[src/rtl/cv32e40n_mem_master_mux.sv]
// Merges the core LSU and accelerator data ports onto one OBI data port.
// A per-transaction owner FIFO steers each in-order response back to the master that issued it.
module cv32e40n_mem_master_mux #(
    parameter int MAX_OUTSTANDING = 2
) (
    input  logic        clk_i,
    input  logic        rst_i,
    input  logic        mem_master_sel_i,

    input  logic        core_data_req_i,
    output logic        core_data_gnt_o,
    output logic        core_data_rvalid_o,
    input  logic        core_data_we_i,
    input  logic [3:0]  core_data_be_i,
    input  logic [31:0] core_data_addr_i,
    input  logic [31:0] core_data_wdata_i,
    output logic [31:0] core_data_rdata_o,

    input  logic        apu_data_req_i,
    output logic        apu_data_gnt_o,
    output logic        apu_data_rvalid_o,
    input  logic        apu_data_we_i,
    input  logic [3:0]  apu_data_be_i,
    input  logic [31:0] apu_data_addr_i,
    input  logic [31:0] apu_data_wdata_i,
    output logic [31:0] apu_data_rdata_o,

    output logic        data_req_o,
    input  logic        data_gnt_i,
    input  logic        data_rvalid_i,
    output logic        data_we_o,
    output logic [3:0]  data_be_o,
    output logic [31:0] data_addr_o,
    output logic [31:0] data_wdata_o,
    input  logic [31:0] data_rdata_i,

    output logic        busy_o,
    output logic        err_o
);

    localparam int CNT_W = $clog2(MAX_OUTSTANDING + 1);
    localparam int PTR_W = (MAX_OUTSTANDING > 1) ? $clog2(MAX_OUTSTANDING) : 1;
    localparam logic [CNT_W-1:0] CNT_MAX  = CNT_W'(MAX_OUTSTANDING);
    localparam logic [PTR_W-1:0] PTR_LAST = PTR_W'(MAX_OUTSTANDING - 1);

    localparam logic OWNER_CORE = 1'b0;
    localparam logic OWNER_APU  = 1'b1;

    logic [CNT_W-1:0] cnt_q, cnt_d;
    logic [PTR_W-1:0] wptr_q, wptr_d;
    logic [PTR_W-1:0] rptr_q, rptr_d;
    logic             lock_q, lock_d;
    logic             owner_q, owner_d;
    logic             err_q, err_d;
    logic             fifo_q [MAX_OUTSTANDING];

    logic owner_sel;
    logic owner_req;
    logic full;
    logic empty;
    logic grant_ok;
    logic push;
    logic pop;
    logic head_owner;

    function automatic logic [PTR_W-1:0] ptr_inc(input logic [PTR_W-1:0] ptr);
        return (ptr == PTR_LAST) ? '0 : ptr + PTR_W'(1);
    endfunction

    // A stalled request keeps its owner until granted, so sel toggles cannot disturb it.
    assign owner_sel = lock_q ? owner_q : mem_master_sel_i;
    assign owner_req = (owner_sel == OWNER_APU) ? apu_data_req_i : core_data_req_i;
    assign full      = (cnt_q == CNT_MAX);
    assign empty     = (cnt_q == '0);

    assign data_req_o   = owner_req & ~full & ~rst_i;
    assign grant_ok     = data_gnt_i & ~full & ~rst_i;
    assign data_we_o    = (owner_sel == OWNER_APU) ? apu_data_we_i    : core_data_we_i;
    assign data_be_o    = (owner_sel == OWNER_APU) ? apu_data_be_i    : core_data_be_i;
    assign data_addr_o  = (owner_sel == OWNER_APU) ? apu_data_addr_i  : core_data_addr_i;
    assign data_wdata_o = (owner_sel == OWNER_APU) ? apu_data_wdata_i : core_data_wdata_i;

    assign core_data_gnt_o = grant_ok & (owner_sel == OWNER_CORE);
    assign apu_data_gnt_o  = grant_ok & (owner_sel == OWNER_APU);

    assign push       = data_req_o & data_gnt_i;
    assign pop        = data_rvalid_i & ~empty & ~rst_i;
    assign head_owner = fifo_q[rptr_q];

    assign core_data_rvalid_o = pop & (head_owner == OWNER_CORE);
    assign apu_data_rvalid_o  = pop & (head_owner == OWNER_APU);
    assign core_data_rdata_o  = data_rdata_i;
    assign apu_data_rdata_o   = data_rdata_i;

    assign busy_o = ~empty & ~rst_i;
    assign err_o  = err_q;

    // NOTE: every signal gets a default at the top of always_comb so no path can infer a latch.
    always_comb begin
        cnt_d   = cnt_q;
        wptr_d  = wptr_q;
        rptr_d  = rptr_q;
        lock_d  = data_req_o & ~data_gnt_i;
        owner_d = owner_q;
        err_d   = err_q | (data_rvalid_i & empty);

        case ({push, pop})
            2'b10:   cnt_d = cnt_q + CNT_W'(1);
            2'b01:   cnt_d = cnt_q - CNT_W'(1);
            default: cnt_d = cnt_q;
        endcase

        if (push) wptr_d = ptr_inc(wptr_q);
        if (pop)  rptr_d = ptr_inc(rptr_q);
        if (lock_d) owner_d = owner_sel;
    end

    // NOTE: sequential state uses non-blocking assignments so all registers update from pre-edge values.
    always_ff @(posedge clk_i) begin
        if (rst_i) begin
            cnt_q   <= '0;
            wptr_q  <= '0;
            rptr_q  <= '0;
            lock_q  <= 1'b0;
            owner_q <= OWNER_CORE;
            err_q   <= 1'b0;
        end else begin
            cnt_q   <= cnt_d;
            wptr_q  <= wptr_d;
            rptr_q  <= rptr_d;
            lock_q  <= lock_d;
            owner_q <= owner_d;
            err_q   <= err_d;
        end
    end

    // NOTE: the owner FIFO storage is not reset; cnt and pointers alone decide which entries are valid.
    always_ff @(posedge clk_i) begin
        if (push) fifo_q[wptr_q] <= owner_sel;
    end

endmodule
[config.mk]
export PLATFORM = sky130hd
export DESIGN_NAME = cv32e40n_mem_master_mux
export DESIGN_NICKNAME = d
export VERILOG_FILES = /design/src/rtl/cv32e40n_mem_master_mux.sv
export SDC_FILE = /design/constraint.sdc
export NUM_CORES = 1
export LEC_CHECK = 0
export ABC_AREA = 1
export CORE_AREA = 2 2 125 127
export CTS_BUF_LIST = sky130_fd_sc_hd__clkbuf_4 sky130_fd_sc_hd__clkbuf_8
export DETAILED_ROUTE_END_ITERATION = 7
export DIE_AREA = 0 0 127 129
export GPL_TIMING_DRIVEN = 1
export HOLD_SLACK_MARGIN = 0.02
export PLACE_DENSITY_LB_ADDON = 0.25
export SLEW_MARGIN = 20
export SYNTH_ARGS = -nofsm -noshare
export SYNTH_HDL_FRONTEND = slang
export SYNTH_SLANG_ARGS = --single-unit
[constraint.sdc]
create_clock -name clk_i -period 3.7 [get_ports clk_i]
set_clock_uncertainty 0.15 [all_clocks]
set_input_delay 1.11 -clock clk_i [delete_from_list [all_inputs] [get_ports clk_i]]
set_output_delay 1.11 -clock clk_i [all_outputs]
set_load 0.02 [all_outputs]
### Word-level counts from Yosys, hierarchy flattened

Memory sizes are Yosys's and may differ from the RTL's. A register that Yosys moved wholly into a read port is not among the register bits.
Cells that the tools add are included.

* word-level logic and storage cells: 50
* input port bits: 177
* output and inout port bits: 140
* RAM bits: 2
* register bits after elaboration: 7
* memories kept: 1

Memories
* fifo_q: words 2, bits a word 1, read ports 1, clocked after memory_dff 1, wr ports 1, RTL line 55 `logic fifo_q [MAX_OUTSTANDING];`

* equal/unequal tests: 3
* multiplexer cells: 13
* bitwise gates (word level): 21
* reductions and logical operators: 2
* add/sub/neg operators: 4

Operator list (number)
* 32-bit two-way mux: 2
* 1-bit bitwise AND: 14
* 1-bit two-way mux: 9
* 1-bit NOT: 6
* 2-bit == test, second input constant: 2
* 4-bit two-way mux: 1
* 2-bit one-hot mux with 2 select lines: 1
* 1-bit adder, second input constant: 2
* 2-bit by 1-bit adder with 2-bit output, second input constant: 1
* 2-bit by 1-bit == test with 1-bit output, second input constant: 1
* 2-bit logical NOT: 1
* 2-bit nonzero test: 1
* 2-bit by 1-bit subtractor with 2-bit output, second input constant: 1
* 1-bit bitwise OR: 1

### Longest topological paths before layout

* word-level depth: 7
* depth in mapped cells: 11
* mapped depth without buffers: 11

### Worst setup path before layout

Ideal clock, no wire load.

* path type: input -> output
* start point: in rst_i
* end point: out apu_data_rvalid_o
* stages on the path: 3
* path buffers: 0
* arrival time: 1.771 ns
* data required time: 2.440 ns
* setup slack: 0.669 ns
* cells stage by stage: nor2_2 -> nand2_2 -> nor2_1

* cells in the longest elaborated chain, start to end: 3

Ends and longest elaborated chain
* from (decl): RTL line 7 `input logic rst_i,`
* 1-bit NOT: RTL line 87 `assign pop = data_rvalid_i & ~empty & ~rst_i;`
* 1-bit bitwise AND: RTL line 87
* 1-bit bitwise AND: RTL line 91 `assign apu_data_rvalid_o = pop & (head_owner == OWNER_APU);`
* to (decl): RTL line 21 `output logic apu_data_rvalid_o,`

No other way between the ends.

### Worst setup path after layout

* start point: in mem_master_sel_i
* end point: out data_addr_o[2]

* cells in the longest elaborated chain, start to end: 2

Ends and longest elaborated chain
* from (decl): RTL line 8 `input logic mem_master_sel_i,`
* 1-bit two-way mux: RTL line 71 `assign owner_sel = lock_q ? owner_q : mem_master_sel_i;`
* 32-bit two-way mux: RTL line 80 `assign data_addr_o = (owner_sel == OWNER_APU) ? apu_data_addr_i : core_data_addr_i;`
* to (decl): RTL line 33 `output logic [31:0] data_addr_o,`

No other way between the ends.

==> metrics.txt <==
Pleak between 1.5 and 2 nW; Reg2Reg Setup Slack roughly 1.7 ns; GRT Total Usage under 10%; Routed Antenna Nets 0; final setup violation count 0; maximum vdd drop ~100 uV; Cell Count, Final, Fillers Out 705; ANT cells 0; status finished clean; area share of the leading cell type in the synthesized netlist between 40% and 50%; drt wl/cell ~12 um; H-tree levels 1; YS warnings 0; register area share after synthesis 12.0%; Post-Route WL 8390 um; Hold Crit Start err_o; Synthesized Nets 533; Hold Crit Depth 2; dominant synthesized flop cell dfxtp_1; Root Buffer clkbuf_8; FMAX 0.275 GHz; Clock Sinks 10; worst hold path type register to register; HPWL Detailed just under 7000 um; layout cells sized above 1 a little under a fifth; Starting Density about an eighth; Syn Std Cell Area between 1500 and 2000 um2; reg2reg end cnt_q[1]; vias per cell about 3.7; first-pass GRT wire length approximately 12000 um; hold worst-path end err_o; Max FO, Critical Path 22; max_slew headroom between 80% and 90%; WHS roughly 0.31 ns; met2 GRT Util ~18%; FF-to-FF path depth 11; startpoint types primary input; IO buf count 220; maxcap violations 0; GRT overflow 0; number of iterations in the first detailed-routing pass 4; Pins Over Slew Limit 0; Async SR Flop Fraction 0%; PwrDens between 200 and 250 nW/um2; Tmin final between 3 and 4 ns; Area Overhead vs Synth 101%; DIE WIDTH 127 um; Post-Layout Inst Area around 3700 um2; Setup Crit Path Kind primary input to primary output; Cells after Synth 355; core area 15000 um2; dpl cells approximately 700; post-synthesis cell type count 18; Critical Path RT ~2.4 ns; Site Rows 45; Most Crowded Layer GR met2; Worst-Margin Slew about 0.25 ns; die area ~16000 um2; Max Buffers Root-to-Sink 2; Die Y 129 um; GP Congestion approximately 0.78; met3 Usage GRT 3.04%; initial antenna violation count 0; filler instances between 1.5k and 2k; I/O pin count 317; # nets final around 700; most frequent cells after synthesis nand2_1, buf_4, buf_2, inv_1, nor2_1; placed instance area 3890 um2; vias about 2.6k; CP Data Arrival Time 2.38 ns; Starting DRT DRC Count 50; Clock transition at path regs approximately 0.04 ns; reg2reg start cnt_q[0]; most numerous cell in the Yosys netlist nand2_1; DRC 0; GR Layer Usage met1 under 10%; clock tree from TritonCTS yes; worst setup margin approximately 0.06 ns; largest net degree at the start of global routing 30; largest area contributor in the netlist nand2_1; unrepaired setup endpoints after global routing false; CP Capture Type primary output; CTS Buf Count 3; Syn Area/Cell roughly 5.2 um2; final hold viol count 0; Post-Place Worst Slack -0.401 ns; Tcrit/Tclk final between 90 and 100%; Clock Latency Late Sink between 0.2 and 0.25 ns; number of global-route vias before repair approximately 2.5k; EDFF count, synth 2; synth top area cells nand2_1, buf_4, dfxtp_1; hold bufs inserted after CTS 0; synthesized flop and latch total 10; Core Util, Final about a quarter
[sequential cells by signal (all words and copies together) (netlist names), named ones only]
name / count
cnt_q: 2
err_o: 1
fifo_q: 2
lock_q: 1
owner_q: 1
rptr_q: 1
wptr_q: 1
[worst max path at each step]
stage                                 from                 to  slack, ns  cells past startpoint
final                     mem_master_sel_i     data_addr_o[2]       0.06                      7
after global routing      mem_master_sel_i    data_addr_o[26]      0.002                      7
after CTS                 mem_master_sel_i    data_addr_o[19]     0.0005                      7
after detailed placement  mem_master_sel_i   data_wdata_o[30]      -0.40                      8
after global placement    mem_master_sel_i   data_wdata_o[30]      -0.40                      8
after floorplan                      rst_i  apu_data_rvalid_o       0.67                      3
[routing by layer]
| layer | vias up | share of wire [%] |
|---|---|---|
| met1 | 1090 | 32 |
| met5 | - | 0 |
| met3 | 32 | 12 |
| met4 | 0 | 3.6 |
| li1 | 1317 | - |
| met2 | 156 | 52 |
[metrics by stage]
| stage | power [mW] | setup TNS [ns] |
|---|---|---|
| final | 0.806 | 0 |
| after global routing | 0.867 | 0 |
| after CTS | 0.853 | 0 |
| after detailed placement | 0.759 | -25.21 |
| after global placement | 0.758 | -25.28 |
| after floorplan | 0.476 | 0 |
[cells in the final DEF, fill, tap and decap left out]
cell type	synthesis	final
inv_2	1	1
clkbuf_2	0	22
xor2_1	1	1
nor2_4	2	2
clkdlybuf4s15_2	0	3
o21ai_0	4	4
nor2_2	1	1
buf_2	14	44
nor2_1	11	11
clkdlybuf4s50_1	0	145
buf_12	0	7
inv_1	14	14
nand3_1	2	2
buf_16	0	2
a21oi_1	5	5
clkdlybuf4s15_1	0	2
dlygate4sd2_1	0	2
a21oi_2	1	1
nand2_2	4	2
nand2_1	219	219
ha_1	1	1
buf_4	64	9
clkbuf_8	0	3
nand4_1	1	1
edfxtp_1	2	2
clkinv_1	0	1
nand2_4	0	2
dfxtp_1	8	8
[cell families after synthesis]
family / synth area share [%]
flops: 12.0
xor+xnor: 0.477
fa+ha+maj: 0.682
compound gates: 2.93
simple gates: 50.9
buf+inv: 33.1
[critical path, cell delays in order]
cell and delay, ns:
clkdlybuf4s50_1 0.47, nand2_1 0.10, nand2_4 0.13, buf_12 0.17, nand2_1 0.06, nand2_1 0.06, clkdlybuf4s15_2 0.25
[power breakdown]
part,internal (mW),switching [mW]
clock,0.0725,0.0406
combinational,0.282,0.289
sequential,0.119,0.00370
[what timing repair did]
item	in CTS	in global routing
pin swaps	1	0
setup endpoints to repair	74	48
resized for setup	217	50
cloned	2	0
setup buffers	1	0
[cell type report]
cell class / count / area, um2 / area share, %
sequential: 10 / 220 / 5.97
clock inverter: 1 / 3.75 / 0.102
inverter: 15 / 56.3 / 1.53
clock buffer: 3 / 41.3 / 1.12
timing repair buffer: 236 / 2120 / 57.3
tap: 188 / 235 / 6.37
multi-input combinational: 252 / 1020 / 27.6
Power figures use the tool's default switching activity.
